### config.mk
export PLATFORM = sky130hd
export DESIGN_NAME = tt_wb_bridge_v2
export DESIGN_NICKNAME = d
export VERILOG_FILES = /design/src/rtl/tt_wb_bridge_v2.sv
export SDC_FILE = /design/constraint.sdc
export NUM_CORES = 1
export LEC_CHECK = 0
export CAP_MARGIN = 20
export CORE_MARGIN = 8
export CORE_UTILIZATION = 50
export CTS_CLUSTER_SIZE = 10
export DETAILED_ROUTE_END_ITERATION = 10
export PLACE_DENSITY = 0.81
export SLEW_MARGIN = 20
export SYNTH_ARGS = -nofsm -noshare
export SYNTH_HDL_FRONTEND = slang
export SYNTH_SLANG_ARGS = --single-unit
### constraint.sdc
create_clock -name clk -period 3.5 [get_ports clk]
set_input_delay 0.875 -clock clk [delete_from_list [all_inputs] [get_ports clk]]
set_output_delay 0.875 -clock clk [all_outputs]
set_load 0.05 [all_outputs]
### src/rtl/tt_wb_bridge_v2.sv
// Byte-serial TT pin command port acting as a Wishbone classic master.
// Optional bus watchdog: define TT_WB_BRIDGE_TIMEOUT_EN.
module tt_wb_bridge_v2 #(
  parameter int DATA_WIDTH    = 32,
  parameter int ADDRESS_WIDTH = 14,
  parameter int TIMEOUT_WIDTH = 8,
  parameter int SEL_WIDTH     = DATA_WIDTH / 8
) (
  input  logic                     clk,
  input  logic                     rst_n,
  input  logic                     ena,
  input  logic [7:0]               ui_in,
  output logic [7:0]               uo_out,
  input  logic [7:0]               uio_in,
  output logic [7:0]               uio_out,
  output logic [7:0]               uio_oe,
  output logic                     wb_CYC,
  output logic                     wb_STB,
  output logic                     wb_WE,
  input  logic                     wb_ACK,
  input  logic                     wb_ERR,
  output logic [ADDRESS_WIDTH-1:0] wb_ADR,
  output logic [SEL_WIDTH-1:0]     wb_SEL,
  output logic [DATA_WIDTH-1:0]    wb_DAT_MOSI,
  input  logic [DATA_WIDTH-1:0]    wb_DAT_MISO
);

  localparam int NB    = DATA_WIDTH / 8;
  localparam int ALIGN = $clog2(NB);
  localparam int FA    = ADDRESS_WIDTH + ALIGN;
  localparam int RW    = (ALIGN > 0) ? ALIGN : 1;

  typedef enum logic [2:0] {
    C_IDLE = 3'd0,
    C_EXEC = 3'd1,
    C_ADR  = 3'd2,
    C_DAT  = 3'd3,
    C_RD   = 3'd4
  } cmd_t;

  typedef enum logic [3:0] {
    OP_RESET     = 4'd1,
    OP_SEL       = 4'd2,
    OP_DISABLE   = 4'd4,
    OP_ENABLE    = 4'd5,
    OP_READ      = 4'd6,
    OP_WRITE     = 4'd7,
    OP_READ_INC  = 4'd8,
    OP_WRITE_INC = 4'd9
  } op_t;

  typedef enum logic {
    S_IDLE,
    S_BUS
  } state_t;

  state_t                  state;
  logic [2:0]              cmd;
  logic [2:0]              cmd_last;
  logic [3:0]              op;
  logic                    exec_go;
  logic                    launch;
  logic [FA-1:0]           adr_q;
  logic [DATA_WIDTH-1:0]   do_q;
  logic [DATA_WIDTH-1:0]   di_q;
  logic [SEL_WIDTH-1:0]    sel_q;
  logic [7:0]              uo_q;
  logic [RW-1:0]           rptr;
  logic                    cyc_hold;
  logic                    stb_q;
  logic                    we_q;
  logic                    inc_q;
  logic                    done_q;
  logic                    err_q;
  logic                    tmo_hit;
  logic [FA+7:0]           adr_cat;
  logic [DATA_WIDTH+7:0]   do_cat;
  logic [FA-1:0]           adr_shift;
  logic [DATA_WIDTH-1:0]   do_shift;
  logic [7:0]              rd_byte;
  logic [RW-1:0]           rptr_inc;
  logic [RW-1:0]           rptr_one;

`ifdef TT_WB_BRIDGE_TIMEOUT_EN
  logic [TIMEOUT_WIDTH-1:0] tmo_q;
  assign tmo_hit = &tmo_q;
`else
  assign tmo_hit = 1'b0;
`endif

  assign cmd     = ena ? uio_in[7:5] : C_IDLE;
  assign op      = ui_in[3:0];
  assign exec_go = (cmd == C_EXEC) && (cmd_last != C_EXEC);

  assign launch = exec_go && (op == OP_READ  || op == OP_WRITE ||
                              op == OP_READ_INC || op == OP_WRITE_INC);

  assign adr_cat   = {adr_q, ui_in};
  assign do_cat    = {do_q, ui_in};
  assign adr_shift = adr_cat[FA-1:0];
  assign do_shift  = do_cat[DATA_WIDTH-1:0];

  assign rptr_inc = (NB > 1) ? rptr + RW'(1) : '0;
  assign rptr_one = (NB > 1) ? RW'(1) : '0;

  always_comb begin
    rd_byte = di_q[7:0];
    for (int i = 0; i < NB; i++) begin
      if (rptr == RW'(i)) rd_byte = di_q[i*8 +: 8];
    end
  end

  always_ff @(posedge clk or negedge rst_n) begin
    if (!rst_n) begin
      state    <= S_IDLE;
      cmd_last <= C_IDLE;
      adr_q    <= '0;
      do_q     <= '0;
      di_q     <= '0;
      sel_q    <= '1;
      uo_q     <= '0;
      rptr     <= '0;
      cyc_hold <= 1'b0;
      stb_q    <= 1'b0;
      we_q     <= 1'b0;
      inc_q    <= 1'b0;
      done_q   <= 1'b0;
      err_q    <= 1'b0;
`ifdef TT_WB_BRIDGE_TIMEOUT_EN
      tmo_q    <= '0;
`endif
    end else begin
      cmd_last <= cmd;
      if (exec_go && op == OP_RESET) begin
        state    <= S_IDLE;
        adr_q    <= '0;
        do_q     <= '0;
        di_q     <= '0;
        sel_q    <= '1;
        uo_q     <= '0;
        rptr     <= '0;
        cyc_hold <= 1'b0;
        stb_q    <= 1'b0;
        we_q     <= 1'b0;
        inc_q    <= 1'b0;
        done_q   <= 1'b0;
        err_q    <= 1'b0;
`ifdef TT_WB_BRIDGE_TIMEOUT_EN
        tmo_q    <= '0;
`endif
      end else begin
        unique case (1'b1)
          (cmd == C_ADR): adr_q <= adr_shift;
          (cmd == C_DAT): do_q  <= do_shift;
          (cmd == C_RD): begin
            uo_q <= rd_byte;
            rptr <= rptr_inc;
          end
          default: ;
        endcase

        if (exec_go && op == OP_ENABLE)  cyc_hold <= 1'b1;
        if (exec_go && op == OP_DISABLE) cyc_hold <= 1'b0;

        unique case (state)
          S_IDLE: begin
            if (exec_go && op == OP_SEL) sel_q <= ui_in[4 +: SEL_WIDTH];
            if (launch) begin
              state  <= S_BUS;
              stb_q  <= 1'b1;
              we_q   <= (op == OP_WRITE) || (op == OP_WRITE_INC);
              inc_q  <= (op == OP_READ_INC) || (op == OP_WRITE_INC);
              done_q <= 1'b0;
              err_q  <= 1'b0;
`ifdef TT_WB_BRIDGE_TIMEOUT_EN
              tmo_q  <= '0;
`endif
            end
          end
          S_BUS: begin
            // ERR outranks ACK; DISABLE and the watchdog only abort a stalled cycle
            if (wb_ERR) begin
              state  <= S_IDLE;
              stb_q  <= 1'b0;
              we_q   <= 1'b0;
              done_q <= 1'b1;
              err_q  <= 1'b1;
            end else if (wb_ACK) begin
              state  <= S_IDLE;
              stb_q  <= 1'b0;
              we_q   <= 1'b0;
              done_q <= 1'b1;
              if (!we_q) begin
                di_q <= wb_DAT_MISO;
                uo_q <= wb_DAT_MISO[7:0];
                rptr <= rptr_one;
              end
              if (inc_q) adr_q <= adr_q + FA'(NB);
            end else if ((exec_go && op == OP_DISABLE) || tmo_hit) begin
              state  <= S_IDLE;
              stb_q  <= 1'b0;
              we_q   <= 1'b0;
              done_q <= 1'b1;
              err_q  <= 1'b1;
            end else begin
`ifdef TT_WB_BRIDGE_TIMEOUT_EN
              tmo_q <= tmo_q + 1'b1;
`endif
            end
          end
          default: state <= S_IDLE;
        endcase
      end
    end
  end

  assign uo_out      = uo_q;
  assign uio_out     = {3'b000, done_q, err_q, 3'b000};
  assign uio_oe      = 8'b0001_1000;
  assign wb_CYC      = cyc_hold | stb_q;
  assign wb_STB      = stb_q;
  assign wb_WE       = we_q;
  assign wb_ADR      = adr_q[FA-1:ALIGN];
  assign wb_SEL      = we_q ? sel_q : '1;
  assign wb_DAT_MOSI = do_q;

  logic unused_bits;
  assign unused_bits = ^{uio_in[4:0], ui_in};

endmodule

* Word level (Yosys, flattened, before mapping)
Index checks and enable logic that the tools add are counted.
Storage, ports and cells: register bits after elaboration 104, input port bits 53
Operators by class: add/sub/neg operators 2, equal/unequal tests 23, mux-type cells 64, bitwise logic cells 2, reduce and logical (&&, ||, !) cells 22
Operators by type and width (count):
- 32-bit 2-to-1 mux | 7
- 16-bit 2-to-1 mux | 6
- 8-bit 2-to-1 mux | 9
- 1-bit 2-to-1 mux | 26
- 16-bit by 3-bit adder with 16-bit output (second input constant) | 1
- 4-bit by 3-bit == test with 1-bit output (second input constant) | 4
- 4-bit 2-to-1 mux | 4
- 2-bit 2-to-1 mux | 6
- 1-bit one-hot mux with 2 select lines | 5
- 2-bit nonzero test | 5
- 4-bit == test (second input constant) | 2
- 3-bit by 2-bit == test with 1-bit output (second input constant) | 2
- 1-bit logical AND | 6
- 2-bit by 1-bit != test with 1-bit output (second input constant) | 3
- 2-bit AND reduction | 3
- 1-bit logical OR | 5
- 5-bit by 3-bit != test with 1-bit output (second input constant) | 1
- 2-bit == test (second input constant) | 2
- 4-bit by 1-bit == test with 1-bit output (second input constant) | 1
- 4-bit by 2-bit == test with 1-bit output (second input constant) | 1
- 4-bit by 2-bit != test with 1-bit output (second input constant) | 1
- 4-bit by 3-bit != test with 1-bit output (second input constant) | 1
- 4-bit AND reduction | 1
- 3-bit by 1-bit == test with 1-bit output (second input constant) | 1
- 10 further kinds | 10

* Logic depth before layout (Yosys ltp)
Gate-level depths: netlist of the first run.
word-level depth 10, depth in mapped cells 8, gate-level depth less buffers 7

* Worst setup path before layout of the first run
OpenSTA, ideal clock, no wires.
kind in2reg, from input port ui_in[0], to register we_q (netlist: wb_WE), arrival time 2.226 ns, slack 1.206 ns, stages 7, buffers on the path 2, cells stage by stage buf_2 and2b_1 and4_4 buf_6 or4b_4 nand2_2 a32o_2
On the way: cells in the longest elaborated chain, start to end 7, elaborated cells on any way between the ends 19, those cells by class 8 x eq/ne; 3 x mux; 8 x reduce/logical
Ends and longest elaborated chain:
- start: declaration | line 12 | input logic [7:0] ui_in,
- 4-bit by 3-bit == test with 1-bit output, on equally long branches | line 95, 171
- 1-bit logical OR (2 in a row) | line 95 | assign launch = exec_go && (op == OP_READ || op == OP_WRITE ||
- 1-bit logical OR | line 96 | op == OP_READ_INC || op == OP_WRITE_INC);
- 1-bit logical AND | line 95
- 3-bit != test (no source line)
- 2-bit AND reduction (no source line)
- end signal: assignment | line 171 | we_q <= (op == OP_WRITE) || (op == OP_WRITE_INC);
- end: declaration | line 71 | logic we_q;
Parallel ways exist; a longest one is shown, timed or not. The select of a mux whose other input is x is not followed. A chain may end at the register's enable or synchronous reset.

* Final worst setup path of the first run
from register sel_q[1], to output port wb_SEL[1]
On the way: cells in the longest elaborated chain, start to end 1
Ends and longest elaborated chain:
- start: declaration | line 66 | logic [SEL_WIDTH-1:0] sel_q;
- start signal: assignment | line 167 | if (exec_go && op == OP_SEL) sel_q <= ui_in[4 +: SEL_WIDTH];
- 4-bit 2-to-1 mux | line 224 | assign wb_SEL = we_q ? sel_q : '1;
- end: declaration | line 23 | output logic [SEL_WIDTH-1:0] wb_SEL,
Every way passes these cells.

==> results of run 1 <==
synthesized netlist by cell type, drive strengths merged, types with 2 or more instances:
library cell / number
nand2: 152
dfrtp: 100
a21oi: 89
buf: 39
nor2: 29
clkbuf: 27
o211ai: 16
mux2i: 11
o21ai: 10
a211oi: 8
mux2: 8
nand3: 7
nor3: 7
nor3b: 5
and2: 4
and3: 4
dfstp: 4
ha: 4
inv: 4
nand2b: 4
nor2b: 4
a31oi: 3
or2: 3
xnor2: 3
a2111oi: 2
a22oi: 2
a311oi: 2
conb: 2
nand3b: 2
nor4: 2
o41ai: 2
or3: 2
path summary, 6_finish.rpt:
check,endpoint,start,depth (start not counted)
setup / recovery,wb_SEL[1],sel_q[1],2
hold / removal,done_q,done_q,1
setup reg to reg,adr_q[10],state,4
hold reg to reg,done_q,done_q,1
max in group asynchronous,err_q,rst_n,2
min in group asynchronous,di_q[17],rst_n,1
worst max-delay path: cells and delay by family (launching register included):
kind | cells | cell delay [ps]
buffers and inverters | 1 | 830
and+or+nand+nor | 1 | 100
DFF | 1 | 550
cell families after synthesis:
group           Yosys count
mux                      19
flops                   104
buf+inv                  70
other cells               2
xor+xnor                  3
fa+ha+maj                 4
simple gates            232
compound gates          142
per-layer routing:
metal / global-route usage / part of all wire
met5: 0 / 0
met4: 0.0657 / 0.014
met3: 0.0436 / 0.062
met2: 0.310 / 0.49
met1: 0.245 / 0.44
registers in the layout, summed over array words and instances, names as in the netlist, 2 cells and up:
register,flops
di_q,32
wb_DAT_MOSI,32
adr_q,16
uo_out,8
sel_q,4
cmd_last,3
rptr,2
per-stage QoR:
stage          hold slack (ps)  total power [mW]  instances
2_1_floorplan              449              2.69        588
3_3_place_gp               473              3.14        777
3_5_place_dp               473              3.18        777
4_1_cts                    506              3.87        793
5_1_grt                    534              4.03        793
6_report                   505              3.84        793
area by class of cell:
class / instances / share of cell area
flip-flops and latches: 104 / 0.410
clock buffers: 9 / 0.0195
inverters: 4 / 0.00236
multi-input cells: 414 / 0.347
clock inverters: 7 / 0.00846
repair buffers: 119 / 0.186
well taps: 136 / 0.0268
power by group:
part,internal [mW],switching (mW)
clock network,0.267,0.430
logic,0.548,0.980
registers,1.42,0.195
total,2.24,1.61
==> summary.txt, run 1 <==
Status
  • Status: completed

Place
  • GPL Wtd Cong: 0.907
  • DPL Wire Length: roughly 9300 um
  • Port bufs: 110
  • Placed Area: 0.00618 sq mm
  • Pre-CTS setup slack: roughly 570 ps

Detailed routing
  • Via density: around 5.5
  • TritonRoute pass-1 iters: 5
  • First DRT Iteration DRCs: between 300 and 400
  • DR vias: around 4400
  • Post-route ant nets: 0
  • DRC viols: 0
  • Wire per inst: roughly 17 um
  • Wirelength, routed: 13200 um

CTS
  • Max clock buf depth: 2
  • CTS sink cnt: approximately 100
  • Post-cts sizing count: 0
  • H-tree depth: 3
  • Root Buffer: clkbuf_8
  • Clock-pin slew on the worst setup and hold paths: ~100 ps
  • CTS Hold Buffers Added: 0
  • CTS tree: built
  • Post-CTS Setup Inserts: 0
  • Skew-Pair Late Insertion Delay: ~360 ps
  • TritonCTS Buffers: 9

STA
  • Final setup fails: 0
  • Min Tclk post-route: ~2700 ps
  • Fin Setup TNS: 0 ps
  • Crit share post-route: 0.776
  • Fin. max-slew vios: 0
  • Final Hold Vio Count: 0
  • Setup skew after layout: 13.7 ps
  • Final setup margin: roughly 780 ps
  • Unrepaired setup endpoints after global routing: false
  • Worst-Margin Slew: approximately 750 ps
  • Worst slew margin: 0.503
  • Fmax: roughly 370 MHz

Global routing
  • Initial antenna violation count: 0
  • Congestion Overflow GR: 0
  • First-pass GRT wire length: around 22000 um
  • Vias in the first global route: between 4000 and 5000
  • Largest net degree at the start of global routing: between 90 and 100
  • GRT Util Overall: 0.191

Synth
  • Xor/xnor share of the synthesized area: 0.00510
  • Post-Synth Adder-Cell Area: 0.00972
  • Synth top area cells: dfrtp_1, nand2_1, a21oi_1
  • Yosys cell types: 54
  • Synth Cell Area: 0.00515 sq mm
  • Synth async-reset ratio: 1.00
  • Post-Synth Simple-Gate Area: 0.201
  • Seq/Total Area, Yosys: 0.506
  • FF+latch count, synth: 104
  • Yosys top cell by area: dfrtp_1
  • Mean Syn Cell Area: 8.94 sq um
  • Most common flop cell mapped by yosys: dfrtp_1
  • Largest family of logic cells by synthesized area: simple AND/OR/NAND/NOR gates
  • Cells after synthesis: around 580
  • Post-synthesis mux area share: 0.0389
  • Top cell type's share of synthesized area: 0.486
  • Syn. warnings: 0
  • Complex-gate fraction of the synthesized area: 0.162
  • EDFF count, synth: 0

Die
  • Cell Rows: 37
  • Die width: about 120 um
  • Die footprint: approximately 0.014 sq mm
  • Boundary Pins: between 100 and 150
  • Placeable Area: between 0.01 and 0.015 sq mm
  • Die H: between 100 and 150 um
  • Initial Utilization: 0.506

Power and ir drop
  • PD cells: roughly 600 mW/mm^2
  • LEAKAGE: around 2.6 nW
  • Peak VDD IR: about 0.28 mV

Finish
  • Final #Nets: about 710
  • FF+latch area: between 0.002 and 0.003 sq mm
  • Commonest non-fill, non-tap cell in the layout: nand2_1
  • Area taken by multi-input logic gates: 0.00221 sq mm
  • Synth-to-Final Area Change: 23.5%
  • Finished Cell Area: 0.00636 sq mm
  • Most frequent cells in the layout: nand2_1, clkdlybuf4s50_1, dfrtp_1, a21oi_1, nor2_1
  • Final core utilization: 0.624
  • Fraction of layout instances using a drive strength above 1: 0.0791
  • Ant diodes: 0
  • Fillers: between 800 and 900

Critical path
  • CP max stage delay: between 800 and 900 ps
  • Worst Path Required: 2620 ps
  • Setup Crit Path Kind: flop to output pin
  • Critical path arrival: 1840 ps
  • CP cell instances: nand2b_1 -> clkdlybuf4s50_1
  • Crit Path Max Fanout: 2
  • Slowest CP cell: clkdlybuf4s50_1
  • Setup crit end kind: output pin
  • Startpoint types: flop
  • Reg-to-reg setup timing slack: ~1500 ps

Worst hold path
  • Hold WC Path Type: flop to flop

Flow run
  • Max-cap check violation count: 0
Note: power is estimated with default switching activity, not from simulation.
==> run 2: changes to the inputs <==
--- a/config.mk
+++ b/config.mk
@@ -7,10 +7,10 @@
 export LEC_CHECK = 0
 export CAP_MARGIN = 20
 export CORE_MARGIN = 8
-export CORE_UTILIZATION = 50
+export CORE_UTILIZATION = 45
 export CTS_CLUSTER_SIZE = 10
 export DETAILED_ROUTE_END_ITERATION = 10
-export PLACE_DENSITY = 0.81
+export PLACE_DENSITY = 0.77
 export SLEW_MARGIN = 20
 export SYNTH_ARGS = -nofsm -noshare
 export SYNTH_HDL_FRONTEND = slang
==> constraint.sdc (replaced) <==
create_clock -name clk -period 2.4 [get_ports clk]
set_input_delay 0.6 -clock clk [delete_from_list [all_inputs] [get_ports clk]]
set_output_delay 0.6 -clock clk [all_outputs]
set_load 0.05 [all_outputs]
==> run 2 against run 1 <==
Net effect: via count increased by 2.4%; largest power group unchanged; final cell count increased by 3.3%; design area increased by 5.5%; wire length increased by 5.5%; combinational power increased by 48%; total power increased by 61%; first-iteration DRC count increased by 76%.
==> summary.txt, run 2 (same netlist as run 1, synthesis figures left out) <==
Critical path
  • Slowest CP cell: clkdlybuf4s50_1
  • CP max stage delay: just under 900 ps
  • Reg-to-reg setup timing slack: approximately 490 ps
  • Buf+Inv Stages, Crit Path: 1
  • Worst Path Required: 1800 ps
  • Setup crit end kind: output pin
  • CP delay by family, top: buffers and inverters
  • CP cell instances: clkdlybuf4s50_1
  • R2r startpoint: rptr[1]
  • R2R depth: 7
  • Critical path arrival: between 1500 and 2000 ps
  • Crit Path Max Fanout: 7
  • End of the worst register-to-register path: uo_out[3]
  • Startpoint types: flop
  • Setup Crit Path Kind: flop to output pin

STA
  • Unrepaired setup endpoints after global routing: false
  • Worst-Margin Slew: about 640 ps
  • Setup skew after layout: 11.6 ps
  • Min Tclk post-route: 2300 ps
  • Hold Slack: approximately 120 ps
  • Fin Setup TNS: 0 ps
  • Fin. max-slew vios: 0
  • Worst slew margin: 0.572
  • Final setup fails: 0
  • Fmax: 435 MHz
  • Crit share post-route: 0.958
  • Final Hold Vio Count: 0

Finish
  • Final core utilization: 0.595
  • Most frequent cells in the layout: nand2_1, clkdlybuf4s50_1, dfrtp_1, a21oi_1, nor2_1
  • Ant diodes: 0
  • Synth-to-Final Area Change: 30.2%
  • Final #Nets: 728
  • Commonest non-fill, non-tap cell in the layout: nand2_1
  • Fraction of layout instances using a drive strength above 1: 0.111

Power and ir drop
  • Clock power share: 0.255
  • Peak VDD IR: approximately 0.50 mV
  • Power, Total: around 6.2 mW
  • Seq pwr share: 0.380
  • LEAKAGE: about 2.9 nW
  • Combinational fraction of design power: 0.364
  • Internal power: 3.81 mW
  • PD cells: 925 mW/mm^2
  • Psw: about 2.4 mW
  • Sw Share: 0.386

Detailed routing
  • DRC viols: 0
  • TritonRoute pass-1 iters: 5
  • First DRT Iteration DRCs: 600
  • Wire per inst: approximately 17 um
  • Via density: between 5 and 6
  • Post-route ant nets: 0
  • Wirelength, routed: around 14000 um
  • DR vias: approximately 4500

Status
  • Status: completed

Die
  • Placeable Area: around 0.011 sq mm
  • Cell Rows: 39
  • Die footprint: 0.0151 sq mm
  • Die H: about 120 um
  • Die width: 123 um
  • Boundary Pins: between 100 and 150
  • Initial Utilization: 0.457

CTS
  • H-tree depth: 3
  • CTS tree: built
  • Clock-pin slew on the worst setup and hold paths: 70 ps
  • TritonCTS Buffers: 9
  • Root Buffer: clkbuf_16
  • Skew-Pair Late Insertion Delay: between 300 and 400 ps
  • Max clock buf depth: 2
  • CTS sink cnt: roughly 100

Global routing
  • Vias in the first global route: 4538
  • GRT Util Overall: 0.186
  • Largest net degree at the start of global routing: 65
  • Initial antenna violation count: 0
  • First-pass GRT wire length: 22700 um
  • Congestion Overflow GR: 0

Flow run
  • Max-cap check violation count: 0

Place
  • Port bufs: 110
  • DPL Wire Length: around 10000 um
  • GPL Wtd Cong: just over 0.9

Worst hold path
  • Hold WC Path Type: primary input to async pin
-- run 2: cell count changes in the layout (fill, tap and decap cells not counted), sizes merged --
cell,change
buf,+23
bufinv,+2
clkdlybuf4s50,-6
dlymetal6s2s,+2
inv,-2
-- run 2: stage by stage --
stage,worst slack [ps],cell area [sq um],instances
final,99.8,6710,819
after CTS,3.09,6700,819
after global routing,50.0,6710,819
after global placement,36.8,6380,803
after detailed placement,3.53,6380,803
after floorplan,381,5190,588
-- run 2: repair_timing --
| item | 4_1_cts | 5_1_grt |
|---|---|---|
| setup buffers | 0 | 0 |
| hold buffers | 0 | 0 |
| gates resized for setup | 0 | 2 |
| setup endpoints to repair | 0 | 2 |
-- run 2: worst max path at each step --
| stage | to | start | cells past startpoint |
|---|---|---|---|
| finish | wb_ADR[3] | adr_q[5] | 1 |
| global route | wb_ADR[3] | adr_q[5] | 1 |
| CTS | wb_WE | wb_WE | 1 |
| detailed placement | wb_WE | ui_in[2] | 6 |
| global placement | wb_WE | ui_in[2] | 6 |
| floorplan | wb_WE | ui_in[0] | 7 |
-- run 2: cell type report --
type	instances	area (sq um)
inverters	4	15.0
well taps	143	179
multi-input cells	414	2210
flip-flops and latches	104	2610
clock buffers	9	225
fillers	934	4570
clock inverters	7	93.8
repair buffers	138	1380
-- run 2: power by group through the flow --
stage / Combinational (mW) / Sequential (mW) / Clock, mW
after floorplan: 1.04 / 2.87 / 0
after global placement: 2.23 / 2.37 / 0
after detailed placement: 2.27 / 2.38 / 0
after CTS: 2.29 / 2.36 / 1.61
after global routing: 2.39 / 2.40 / 1.68
final: 2.26 / 2.36 / 1.58
-- run 2: per-layer routing --
metal,part of all wire,track usage,vias up,wire length [um]
met5,0,0,-,0
met2,0.47,0.291,163,6580
met4,0.015,0.0655,0,204
li1,-,-,2115,-
met1,0.42,0.238,2183,5880
met3,0.089,0.0616,17,1240
